<file path="config.mk">
export PLATFORM = sky130hd
export DESIGN_NAME = vlb_ttw_fanout
export DESIGN_NICKNAME = d
export VERILOG_FILES = /design/src/rtl/vlb_pkg.sv /design/src/rtl/vlb_ttw_chq.sv /design/src/rtl/vlb_ttw_fanout.sv
export SDC_FILE = /design/constraint.sdc
export NUM_CORES = 1
export LEC_CHECK = 0
export CORE_MARGIN = 4
export CORE_UTILIZATION = 40
export CTS_BUF_LIST = sky130_fd_sc_hd__clkbuf_8
export CTS_CLUSTER_DIAMETER = 60
export DETAILED_ROUTE_END_ITERATION = 8
export GPL_ROUTABILITY_DRIVEN = 0
export SYNTH_ARGS = -nofsm -noshare
export SYNTH_HDL_FRONTEND = slang
export SYNTH_HIERARCHICAL = 1
export SYNTH_SLANG_ARGS = --single-unit
</file>
<file path="constraint.sdc">
create_clock -name clock -period 7.16 [get_ports clock]
set_clock_uncertainty 0.05 [all_clocks]
set_input_delay 1.432 -clock clock [delete_from_list [all_inputs] [get_ports clock]]
set_output_delay 1.432 -clock clock [all_outputs]
set_load 0.01 [all_outputs]
</file>
<file path="src/rtl/vlb_pkg.sv">
// Shared types and constants for the VLB table-walker fan-out.
//   ttw_res_t   : one walker result {idx, vld, err, mpn, attr} at the default widths
//   ch_w()      : width of the channel-select field for a given channel count
//   KILL_FLUSH / KILL_ABORT : bit positions inside each channel's 2-bit kill
package vlb_pkg;

  localparam int VLB_LW = 5;
  localparam int VLB_MW = 52;
  localparam int VLB_AW = 8;

  localparam int KILL_FLUSH = 0;
  localparam int KILL_ABORT = 1;

  typedef struct packed {
    logic [VLB_LW-1:0] idx;
    logic              vld;
    logic              err;
    logic [VLB_MW-1:0] mpn;
    logic [VLB_AW-1:0] attr;
  } ttw_res_t;

  function automatic int ch_w(input int nch);
    return (nch > 1) ? $clog2(nch) : 1;
  endfunction

endpackage

</file>
<file path="src/rtl/vlb_ttw_chq.sv">
// One VLB channel: response FIFO, outstanding-walk counter, in-flight drop
// counter and sticky protocol error.
//   clock, reset          : clock, async active-low reset
//   i_req                 : walk issued for this channel
//   i_acc                 : walker result for this channel accepted this cycle
//   i_kill                : flush request (kill bit0)
//   i_rdy                 : consumer ready
//   i_idx..i_attr         : result payload
//   o_valid, o_idx..o_attr: head-of-queue result
//   o_full, o_drop_nz     : feed the shared ready mux in the top
//   o_busy, o_err         : outstanding walks / sticky protocol error
module vlb_ttw_chq #(
  parameter int LW    = 5,
  parameter int MW    = 52,
  parameter int AW    = 8,
  parameter int DEPTH = 4,
  parameter int MAXO  = 8
) (
  input  logic          clock,
  input  logic          reset,
  input  logic          i_req,
  input  logic          i_acc,
  input  logic          i_kill,
  input  logic          i_rdy,
  input  logic [LW-1:0] i_idx,
  input  logic          i_vld,
  input  logic          i_err,
  input  logic [MW-1:0] i_mpn,
  input  logic [AW-1:0] i_attr,
  output logic          o_valid,
  output logic [LW-1:0] o_idx,
  output logic          o_vld,
  output logic          o_rerr,
  output logic [MW-1:0] o_mpn,
  output logic [AW-1:0] o_attr,
  output logic          o_full,
  output logic          o_drop_nz,
  output logic          o_busy,
  output logic          o_err
);

  localparam int PW = $clog2(DEPTH);
  localparam int CW = PW + 1;
  localparam int OW = $clog2(MAXO + 1);

  typedef struct packed {
    logic [LW-1:0] idx;
    logic          vld;
    logic          err;
    logic [MW-1:0] mpn;
    logic [AW-1:0] attr;
  } entry_t;

  entry_t        r_mem [DEPTH];
  logic [PW-1:0] r_wp, r_rp;
  logic [CW-1:0] r_cnt;
  logic [OW-1:0] r_out, r_drop;
  logic          r_err;

  logic w_push, w_pop, w_empty, w_req_ovf, w_acc_unf;

  assign w_empty   = (r_cnt == '0);
  assign o_full    = (r_cnt == CW'(DEPTH));
  assign o_drop_nz = (r_drop != '0);
  assign o_valid   = ~w_empty & ~i_kill;
  // Results that belong to a killed batch are swallowed instead of queued.
  assign w_push    = i_acc & ~o_drop_nz & ~i_kill;
  assign w_pop     = o_valid & i_rdy;
  assign w_req_ovf = i_req & (r_out == OW'(MAXO));
  assign w_acc_unf = i_acc & (r_out == '0);

  assign o_idx  = r_mem[r_rp].idx;
  assign o_vld  = r_mem[r_rp].vld;
  assign o_rerr = r_mem[r_rp].err;
  assign o_mpn  = r_mem[r_rp].mpn;
  assign o_attr = r_mem[r_rp].attr;
  assign o_busy = (r_out != '0);
  assign o_err  = r_err;

  // NOTE: payload storage has no reset; o_valid masks stale entries, and
  // leaving it unreset lets it map onto plain RAM/flops without a reset tree.
  always_ff @(posedge clock) begin
    if (w_push) r_mem[r_wp] <= entry_t'{i_idx, i_vld, i_err, i_mpn, i_attr};
  end

  // NOTE: all state uses non-blocking assignments so every register sees the
  // pre-edge values of its peers, independent of block evaluation order.
  always_ff @(posedge clock or negedge reset) begin
    if (!reset) begin
      r_wp  <= '0;
      r_rp  <= '0;
      r_cnt <= '0;
    end else if (i_kill) begin
      r_wp  <= '0;
      r_rp  <= '0;
      r_cnt <= '0;
    end else begin
      if (w_push) r_wp <= r_wp + PW'(1);
      if (w_pop)  r_rp <= r_rp + PW'(1);
      if (w_push && !w_pop)      r_cnt <= r_cnt + CW'(1);
      else if (!w_push && w_pop) r_cnt <= r_cnt - CW'(1);
    end
  end

  always_ff @(posedge clock or negedge reset) begin
    if (!reset) begin
      r_out <= '0;
      r_err <= 1'b0;
    end else begin
      if (i_req && !i_acc && !w_req_ovf)      r_out <= r_out + OW'(1);
      else if (i_acc && !i_req && !w_acc_unf) r_out <= r_out - OW'(1);
      r_err <= r_err | w_req_ovf | w_acc_unf;
    end
  end

  // On kill, every walk still outstanding (less one accepted right now) will
  // come back later and must be dropped. A same-cycle req is not included.
  always_ff @(posedge clock or negedge reset) begin
    if (!reset) begin
      r_drop <= '0;
    end else if (i_kill) begin
      r_drop <= (i_acc && r_out != '0) ? r_out - OW'(1) : r_out;
    end else if (i_acc && o_drop_nz) begin
      r_drop <= r_drop - OW'(1);
    end
  end

endmodule

</file>
<file path="src/rtl/vlb_ttw_fanout.sv">
// Fans one table-walker result stream out to NCH VLB channels and merges the
// per-channel kills into the walker's 3-bit kill vector.
//   clock, reset             : clock, async active-low reset
//   req_valid_i              : per-channel walk-issued pulse
//   ttw_*_i / ttw_ready_o    : walker result stream, idx = {channel, local idx}
//   res_*_o / res_ready_i    : per-channel buffered results (flattened)
//   kill_i / kill_o          : per-channel {abort, flush} in, merged kill out
//   busy_o, err_o            : outstanding walks, sticky protocol error
module vlb_ttw_fanout
  import vlb_pkg::*;
#(
  parameter int NCH   = 2,
  parameter int LW    = VLB_LW,
  parameter int MW    = VLB_MW,
  parameter int AW    = VLB_AW,
  parameter int DEPTH = 4,
  parameter int MAXO  = 8,
  parameter bit KAND  = 1'b1,
  localparam int CHW  = ch_w(NCH)
) (
  input  logic              clock,
  input  logic              reset,
  input  logic [NCH-1:0]    req_valid_i,
  input  logic              ttw_valid_i,
  output logic              ttw_ready_o,
  input  logic [LW+CHW-1:0] ttw_idx_i,
  input  logic              ttw_vld_i,
  input  logic              ttw_err_i,
  input  logic [MW-1:0]     ttw_mpn_i,
  input  logic [AW-1:0]     ttw_attr_i,
  output logic [NCH-1:0]    res_valid_o,
  input  logic [NCH-1:0]    res_ready_i,
  output logic [NCH*LW-1:0] res_idx_o,
  output logic [NCH-1:0]    res_vld_o,
  output logic [NCH-1:0]    res_err_o,
  output logic [NCH*MW-1:0] res_mpn_o,
  output logic [NCH*AW-1:0] res_attr_o,
  input  logic [NCH*2-1:0]  kill_i,
  output logic [2:0]        kill_o,
  output logic [NCH-1:0]    busy_o,
  output logic [NCH-1:0]    err_o
);

  logic [CHW-1:0] w_ch;
  logic [LW-1:0]  w_lidx;
  logic [NCH-1:0] w_kill0, w_kill1, w_full, w_drop_nz;
  logic           w_acc, w_abort;

  assign w_ch   = ttw_idx_i[LW +: CHW];
  assign w_lidx = ttw_idx_i[LW-1:0];

  // A result is always taken when its channel will discard it anyway.
  assign ttw_ready_o = w_drop_nz[w_ch] | ~w_full[w_ch] | w_kill0[w_ch];
  assign w_acc       = ttw_valid_i & ttw_ready_o;

  assign w_abort = KAND ? (&w_kill1) : (|w_kill1);
  assign kill_o  = {{2{w_abort}}, |w_kill0};

  for (genvar c = 0; c < NCH; c++) begin : g_ch
    assign w_kill0[c] = kill_i[2*c + KILL_FLUSH];
    assign w_kill1[c] = kill_i[2*c + KILL_ABORT];

    vlb_ttw_chq #(
      .LW(LW), .MW(MW), .AW(AW), .DEPTH(DEPTH), .MAXO(MAXO)
    ) u_chq (
      .clock     (clock),
      .reset     (reset),
      .i_req     (req_valid_i[c]),
      .i_acc     (w_acc & (w_ch == CHW'(c))),
      .i_kill    (w_kill0[c]),
      .i_rdy     (res_ready_i[c]),
      .i_idx     (w_lidx),
      .i_vld     (ttw_vld_i),
      .i_err     (ttw_err_i),
      .i_mpn     (ttw_mpn_i),
      .i_attr    (ttw_attr_i),
      .o_valid   (res_valid_o[c]),
      .o_idx     (res_idx_o[c*LW +: LW]),
      .o_vld     (res_vld_o[c]),
      .o_rerr    (res_err_o[c]),
      .o_mpn     (res_mpn_o[c*MW +: MW]),
      .o_attr    (res_attr_o[c*AW +: AW]),
      .o_full    (w_full[c]),
      .o_drop_nz (w_drop_nz[c]),
      .o_busy    (busy_o[c]),
      .o_err     (err_o[c])
    );
  end

endmodule

</file>
* Yosys cells after proc, flatten, opt, wreduce, memory -nomap -nowiden *
Memory sizes are Yosys's and may differ from the RTL's.
Index checks and enable logic that the tools add are counted.
W data, S select, Z words.

word-level totals
  flip-flop bits (word level) = 32
  memory bits (writable) = 536
  input port bits = 79
  output and inout bits = 144
  word-level logic and storage cells = 144
  memories kept = 2

operators by class
  add/subtract/negate cells = 14
  magnitude comparators = 1
  eq/ne operators = 4
  multiplexer cells = 34
  bitwise logic cells = 29
  reduce and logical (&&, ||, !) cells = 48

memories
  memory               depth  bits a word  read ports  clocked after Yosys merged registers in  write ports  RTL line           source
  g_ch[0].u_chq.r_mem  4      67           1           0                                        1            vlb_ttw_chq.sv:54  entry_t r_mem [DEPTH];
  g_ch[1].u_chq.r_mem  4      67           1           0                                        1            vlb_ttw_chq.sv:54

operators with widths
  kind                   number
  $mux W4                10
  $mux W3                6
  $logic_and A1 B1 Y1    16
  $mux W2                8
  $reduce_bool A2 Y1     8
  $reduce_bool A4 Y1     4
  $sub A4 B1 Y4 const B  4
  $and A1 B1 Y1          15
  $logic_not A1 Y1       12
  $mux W1                10
  $add A2 B1 Y2 const B  4
  $add A4 B1 Y4 const B  2
  $eq A4 B4 Y1 const B   2
  $logic_not A4 Y1       2
  $not A1 Y1             8
  $add A3 B1 Y3 const B  2
  $eq A3 B3 Y1 const B   2
  $logic_not A3 Y1       2
  $or A1 B1 Y1           6
  $reduce_bool A3 Y1     2
  $sub A3 B1 Y3 const B  2
  $lt A1 B2 Y1 const B   1
  $reduce_and A2 Y1      1
  $reduce_or A2 Y1       1

* Depth between registers and ports, before layout *
  depth after elaboration = 15
  mapped depth = 13
  depth with buffers taken out = 11

* Hierarchy *
Netlist, hierarchy kept.

by module, submodules not included
  module          instances  cells each  area each (um^2)  seq. area each (um^2)
  vlb_ttw_chq     2          492         10906.7           8448.1
  vlb_ttw_fanout  1          10          82.6              0.0

* Least setup slack after synthesis *
OpenSTA, ideal clock, no wires.

  kind = input port to flip-flop
  start = in kill_i[0]
  end = mem g_ch[0].u_chq/r_mem[0][0] in the netlist's numbering, enable pin
  library setup time = 0.433 ns
  data arrival time = 3.695 ns
  data required time = 6.677 ns
  path slack = 2.983 ns
  cell stages on the path = 5
  path buffers = 2
  path through = nor3b_2 nor3b_2 buf_2 buf_2 and3_1

on the way
  cells in the longest elaborated chain, start to end = 9
  elaborated cells between the ends (all ways) = 10
  those cells by class = 4 x mux; 6 x bitwise

ends and longest elaborated chain
  element                                     RTL line              source
  start: declaration                          vlb_ttw_fanout.sv:38  input logic [NCH*2-1:0] kill_i,
  $mux W1 (not written as such) (2 in a row)  vlb_ttw_fanout.sv:53  assign ttw_ready_o = w_drop_nz[w_ch] | ~w_full[w_ch] | w_kill0[w_ch];
  $or A1 B1 Y1                                vlb_ttw_fanout.sv:53
  $and A1 B1 Y1                               vlb_ttw_fanout.sv:54  assign w_acc = ttw_valid_i & ttw_ready_o;
  $and A1 B1 Y1                               vlb_ttw_fanout.sv:69  .i_acc (w_acc & (w_ch == CHW'(c))),
  $and A1 B1 Y1                               vlb_ttw_chq.sv:67     assign w_push = i_acc & ~o_drop_nz & ~i_kill;
  $and A1 B1 Y1 (*)                           vlb_ttw_chq.sv:67
  $mux W1 (*)                                 vlb_ttw_chq.sv:83     if (w_push) r_mem[r_wp] <= entry_t'{i_idx, i_vld, i_err, i_mpn, i_attr};
  $mux W1 (not written as such) (*)           vlb_ttw_chq.sv:83
  end: declaration                            vlb_ttw_chq.sv:54

Every way passes the cells marked *; elsewhere a longest branch is shown, timed or not. The select of a mux whose other input is x is not followed.

* Worst setup path in the final report *
  start = reg g_ch[1].u_chq.r_rp[0]
  end = out res_mpn_o[99]

on the way
  cells in the longest elaborated chain, start to end = 1

ends and longest elaborated chain
  element                   RTL line              source
  start: declaration        vlb_ttw_chq.sv:55     logic [PW-1:0] r_wp, r_rp;
  start signal: assignment  vlb_ttw_chq.sv:99     if (w_pop) r_rp <= r_rp + PW'(1);
  $mem_v2 Z4 W67            n/a
  end: declaration          vlb_ttw_fanout.sv:36  output logic [NCH*MW-1:0] res_mpn_o,

Every way passes these cells.

==> results.toml <==
[job]
maxCapViolations = 0

[logic_synthesis]
synth-seq-cells = 568
async_flop_share_pct = 5.63
yosysMostFrequentCell = "edfxtp_1"
ys_seq_area_share_pct = 77.2
netlist_instances = 994
syn_avg_cell_area_um2 = 22.0
syn_nets = 1093
yosys.area.top_type = "edfxtp_1"
synth_area_mm2 = 0.0219
yosys-top-cells-count = "edfxtp_1, mux4_2, nand2_1"
ys_top_cells_by_area = "edfxtp_1, mux4_2, dfrtp_1"
yosysTopAreaCellShare_pct = 73.5
synth_warnings = 6
synth_ff_type = "edfxtp_1"
yosysUniqueCellTypes = 50
synth-edff-count = 536

[power]
ir_worst_vdd_uv = 127
p_leak_nw = 8.51
swShare_pct = 24.0
p_seq_share_pct = 52.5
p_comb_share_pct = 11.4
power.internal_w = 0.00553
clkPwrFrac_pct = 36.1
p_sw_w = 0.00175
fin_total_pwr_w = 0.00729
p_per_area_mw_per_mm2 = 273

[global_route]
grt_pass1_wl_um = 72000
antenna_found_initial = 8
grt.overflow.total = 0
first_global_vias = 11500
grt_max_degree = 70
gr-usage-all-layers_pct = 16.2

[worst_setup_path]
reg2reg_from = "g_ch[0].u_chq/r_drop[0]$_DFFE_PN0P_"
path_depth = 3
critPathKind = "flip-flop to primary output"
cpMaxStageDelayCell = "dfrtp_4"
worstSetupEndpointType = "primary output"
cp.required_ns = 5.68
crit_buf_inv = 2
ff2ff_path_depth = 6
worstPathArrival_ns = 3.53
endpoint = "res_mpn_o[99]"
crit_path_start_kind = "flip-flop"
path_cells = "buf_4, mux4_2, clkdlybuf4s50_1"
crit_start = "g_ch[1].u_chq/r_rp[0]$_DFFE_PN0P_"
r2r-end = "g_ch[0].u_chq/r_mem[0][14]$_DFFE_PP_"
path_max_fanout = 48
rrSetupSlack_ns = 3.85
max_stage_delay_ns = 1.06
critical-path-top-delay-family = "buffers and inverters"

[min_path]
hp-class = "flip-flop to flip-flop"
hp-start = "g_ch[0].u_chq/o_err$_DFF_PN0_"

[cells_and_area]
finalInstanceArea_mm2 = 0.0267
utilization_pct = 49.4
finalNetCount = 1383
fillCellCount = 4416
area_growth_pct = 21.8
final_layout_size_suffix_gt1_share_pct = 21.8

[route]
drt_iter0_markers = 679
ant_nets = 0
avgRoutedWirePerCell_um = 23.2
drcViolationCount = 0
vias = 10700
dr.pass1.iters = 5
viasPerCell = 5.24
routed_wl_um = 47600

[place]
pre_cts_ws_ns = 2.50
dp_hpwl_um = 27900
portBuffers = 222
dpl_cell_area_mm2 = 0.0249

[floorplanning]
die_y_um = 242
coreArea_mm2 = 0.0540
io_pins = 223
die_width_um = 242
rows = 85
initial_core_util_pct = 40.5
dieArea_mm2 = 0.0585

[clock_tree]
insertion_delay_ns = 0.66
numCtsBuffers = 93
cts_tree = "yes"
htreeDepth = 3
clock_path_buffers = 3
clkTransAtPathRegs_ns = 0.06
cts_resized = 0
root_buffer = "clkbuf_8"
post_cts_buffers = 0
clock_sinks = 568
hold_buffers = 0

[sta]
drv_slew = 0
fin_crit_sh_pct = 70.1
rsz0062_at_grt = "false"
finalHoldViolations = 0
slew_headroom_pct = 22.7
worst_pin_slew_ns = 1.16
final.setup.worst_slack_ns = 2.14
fin_setup_tns_ns = 0
timing.fmax_mhz = 199
timing.final.crit_period_ns = 5.02
setup_viol = 0

[outcome]
outcome = "complete, no violations"
==> logic make-up (layout without fill, tap and decap cells) <==
group,Yosys count,after routing,share of synthesized area [%]
flip-flops,568,568,77.2
multiplexers,153,153,14.7
AND/OR/NAND/NOR,131,131,3.66
buffers and inverters,66,426,1.50
AO/OA/AOI/OAI,46,46,1.41
adder cells (fa/ha/maj),20,20,1.21
XOR/XNOR,10,10,0.400
other,0,3,0
==> routing by layer <==
layer | GRT usage (%) | vias up | wire (µm)
li1 | - | 4726 | -
met1 | 22.2 | 5621 | 21000
met4 | 4.87 | 12 | 930
met2 | 24.8 | 308 | 21900
met3 | 5.27 | 82 | 3560
met5 | 1.55 | - | 186
==> registers in the layout, summed over array words and instances, names as in the netlist <==
name               flops
g_ch.u_chq/r_rp        4
g_ch.u_chq/r_out       8
g_ch.u_chq/r_mem     536
g_ch.u_chq/o_err       2
g_ch.u_chq/r_cnt       6
g_ch.u_chq/r_wp        4
g_ch.u_chq/r_drop      8
==> cells in the final DEF (no fill, tap or decap), drive strengths merged, types with 3 or more instances in the layout <==
master,synthesis,routed
and3,10,10
nor3,12,12
a31oi,6,6
mux2i,17,17
nand2b,6,6
xnor2,6,6
o22ai,4,4
mux4,134,134
nand3,12,12
a21oi,6,6
bufinv,0,4
clkinv,2,32
nor2b,6,6
or4,4,4
buf,28,19
nor2,17,17
inv,18,52
ha,18,18
clkbuf,18,96
nand4b,4,4
diode,0,3
nor3b,7,7
or3b,6,6
clkdlybuf4s50,0,222
nand3b,4,4
o21ai,10,10
dfrtp,32,32
edfxtp,536,536
a211oi,6,6
nand2,33,33
xor2,4,4
==> area by class of cell <==
| type | instances | area (µm²) | share of cell area [%] |
|---|---|---|---|
| Sequential cell | 568 | 16900 | 63.4 |
| Multi-Input combinational cell | 360 | 4710 | 17.7 |
| Timing Repair Buffer | 241 | 2360 | 8.87 |
| Clock buffer | 96 | 1320 | 4.95 |
| Tap cell | 696 | 871 | 3.27 |
| Clock inverter | 69 | 408 | 1.53 |
| Inverter | 20 | 75.1 | 0.281 |
| Antenna cell | 3 | 7.51 | 0.0281 |
==> worst register-to-register path: cells and delay by family (launching register included) <==
family | cells | cell delay (ns)
adders and majority gates | 1 | 0.26
buffers and inverters | 2 | 0.45
DFF | 1 | 0.40
and+or+nand+nor | 3 | 1.87
==> per-stage QoR <==
stage / hold WS, ns / instances
final: 0.439 / 2053
after global routing: 0.460 / 2052
after CTS: 0.448 / 2050
after detailed placement: 0.420 / 1885
after global placement: 0.415 / 1885
after floorplan: 0.463 / 994
==> worst min-delay path by stage <==
| stage | depth (start not counted) | end | slack (ns) |
|---|---|---|---|
| after CTS | 1 | g_ch[0].u_chq/o_err$_DFF_PN0_ | 0.45 |
| after floorplan | 1 | g_ch[0].u_chq/o_err$_DFF_PN0_ | 0.46 |
| after global routing | 1 | g_ch[0].u_chq/o_err$_DFF_PN0_ | 0.46 |
| after global placement | 1 | g_ch[1].u_chq/o_err$_DFF_PN0_ | 0.42 |
| after detailed placement | 1 | g_ch[0].u_chq/o_err$_DFF_PN0_ | 0.42 |
| final | 1 | g_ch[0].u_chq/o_err$_DFF_PN0_ | 0.44 |
==> power groups by stage <==
stage,clock [W],combinational [W],sequential (W)
global placement,0,0.000831,0.00389
detailed placement,0,0.000844,0.00389
global route,0.00288,0.000911,0.00384
floorplan,0,0.000547,0.00382
finish,0.00263,0.000833,0.00382
CTS,0.00272,0.000846,0.00382
(Power assumes the default switching activity.)
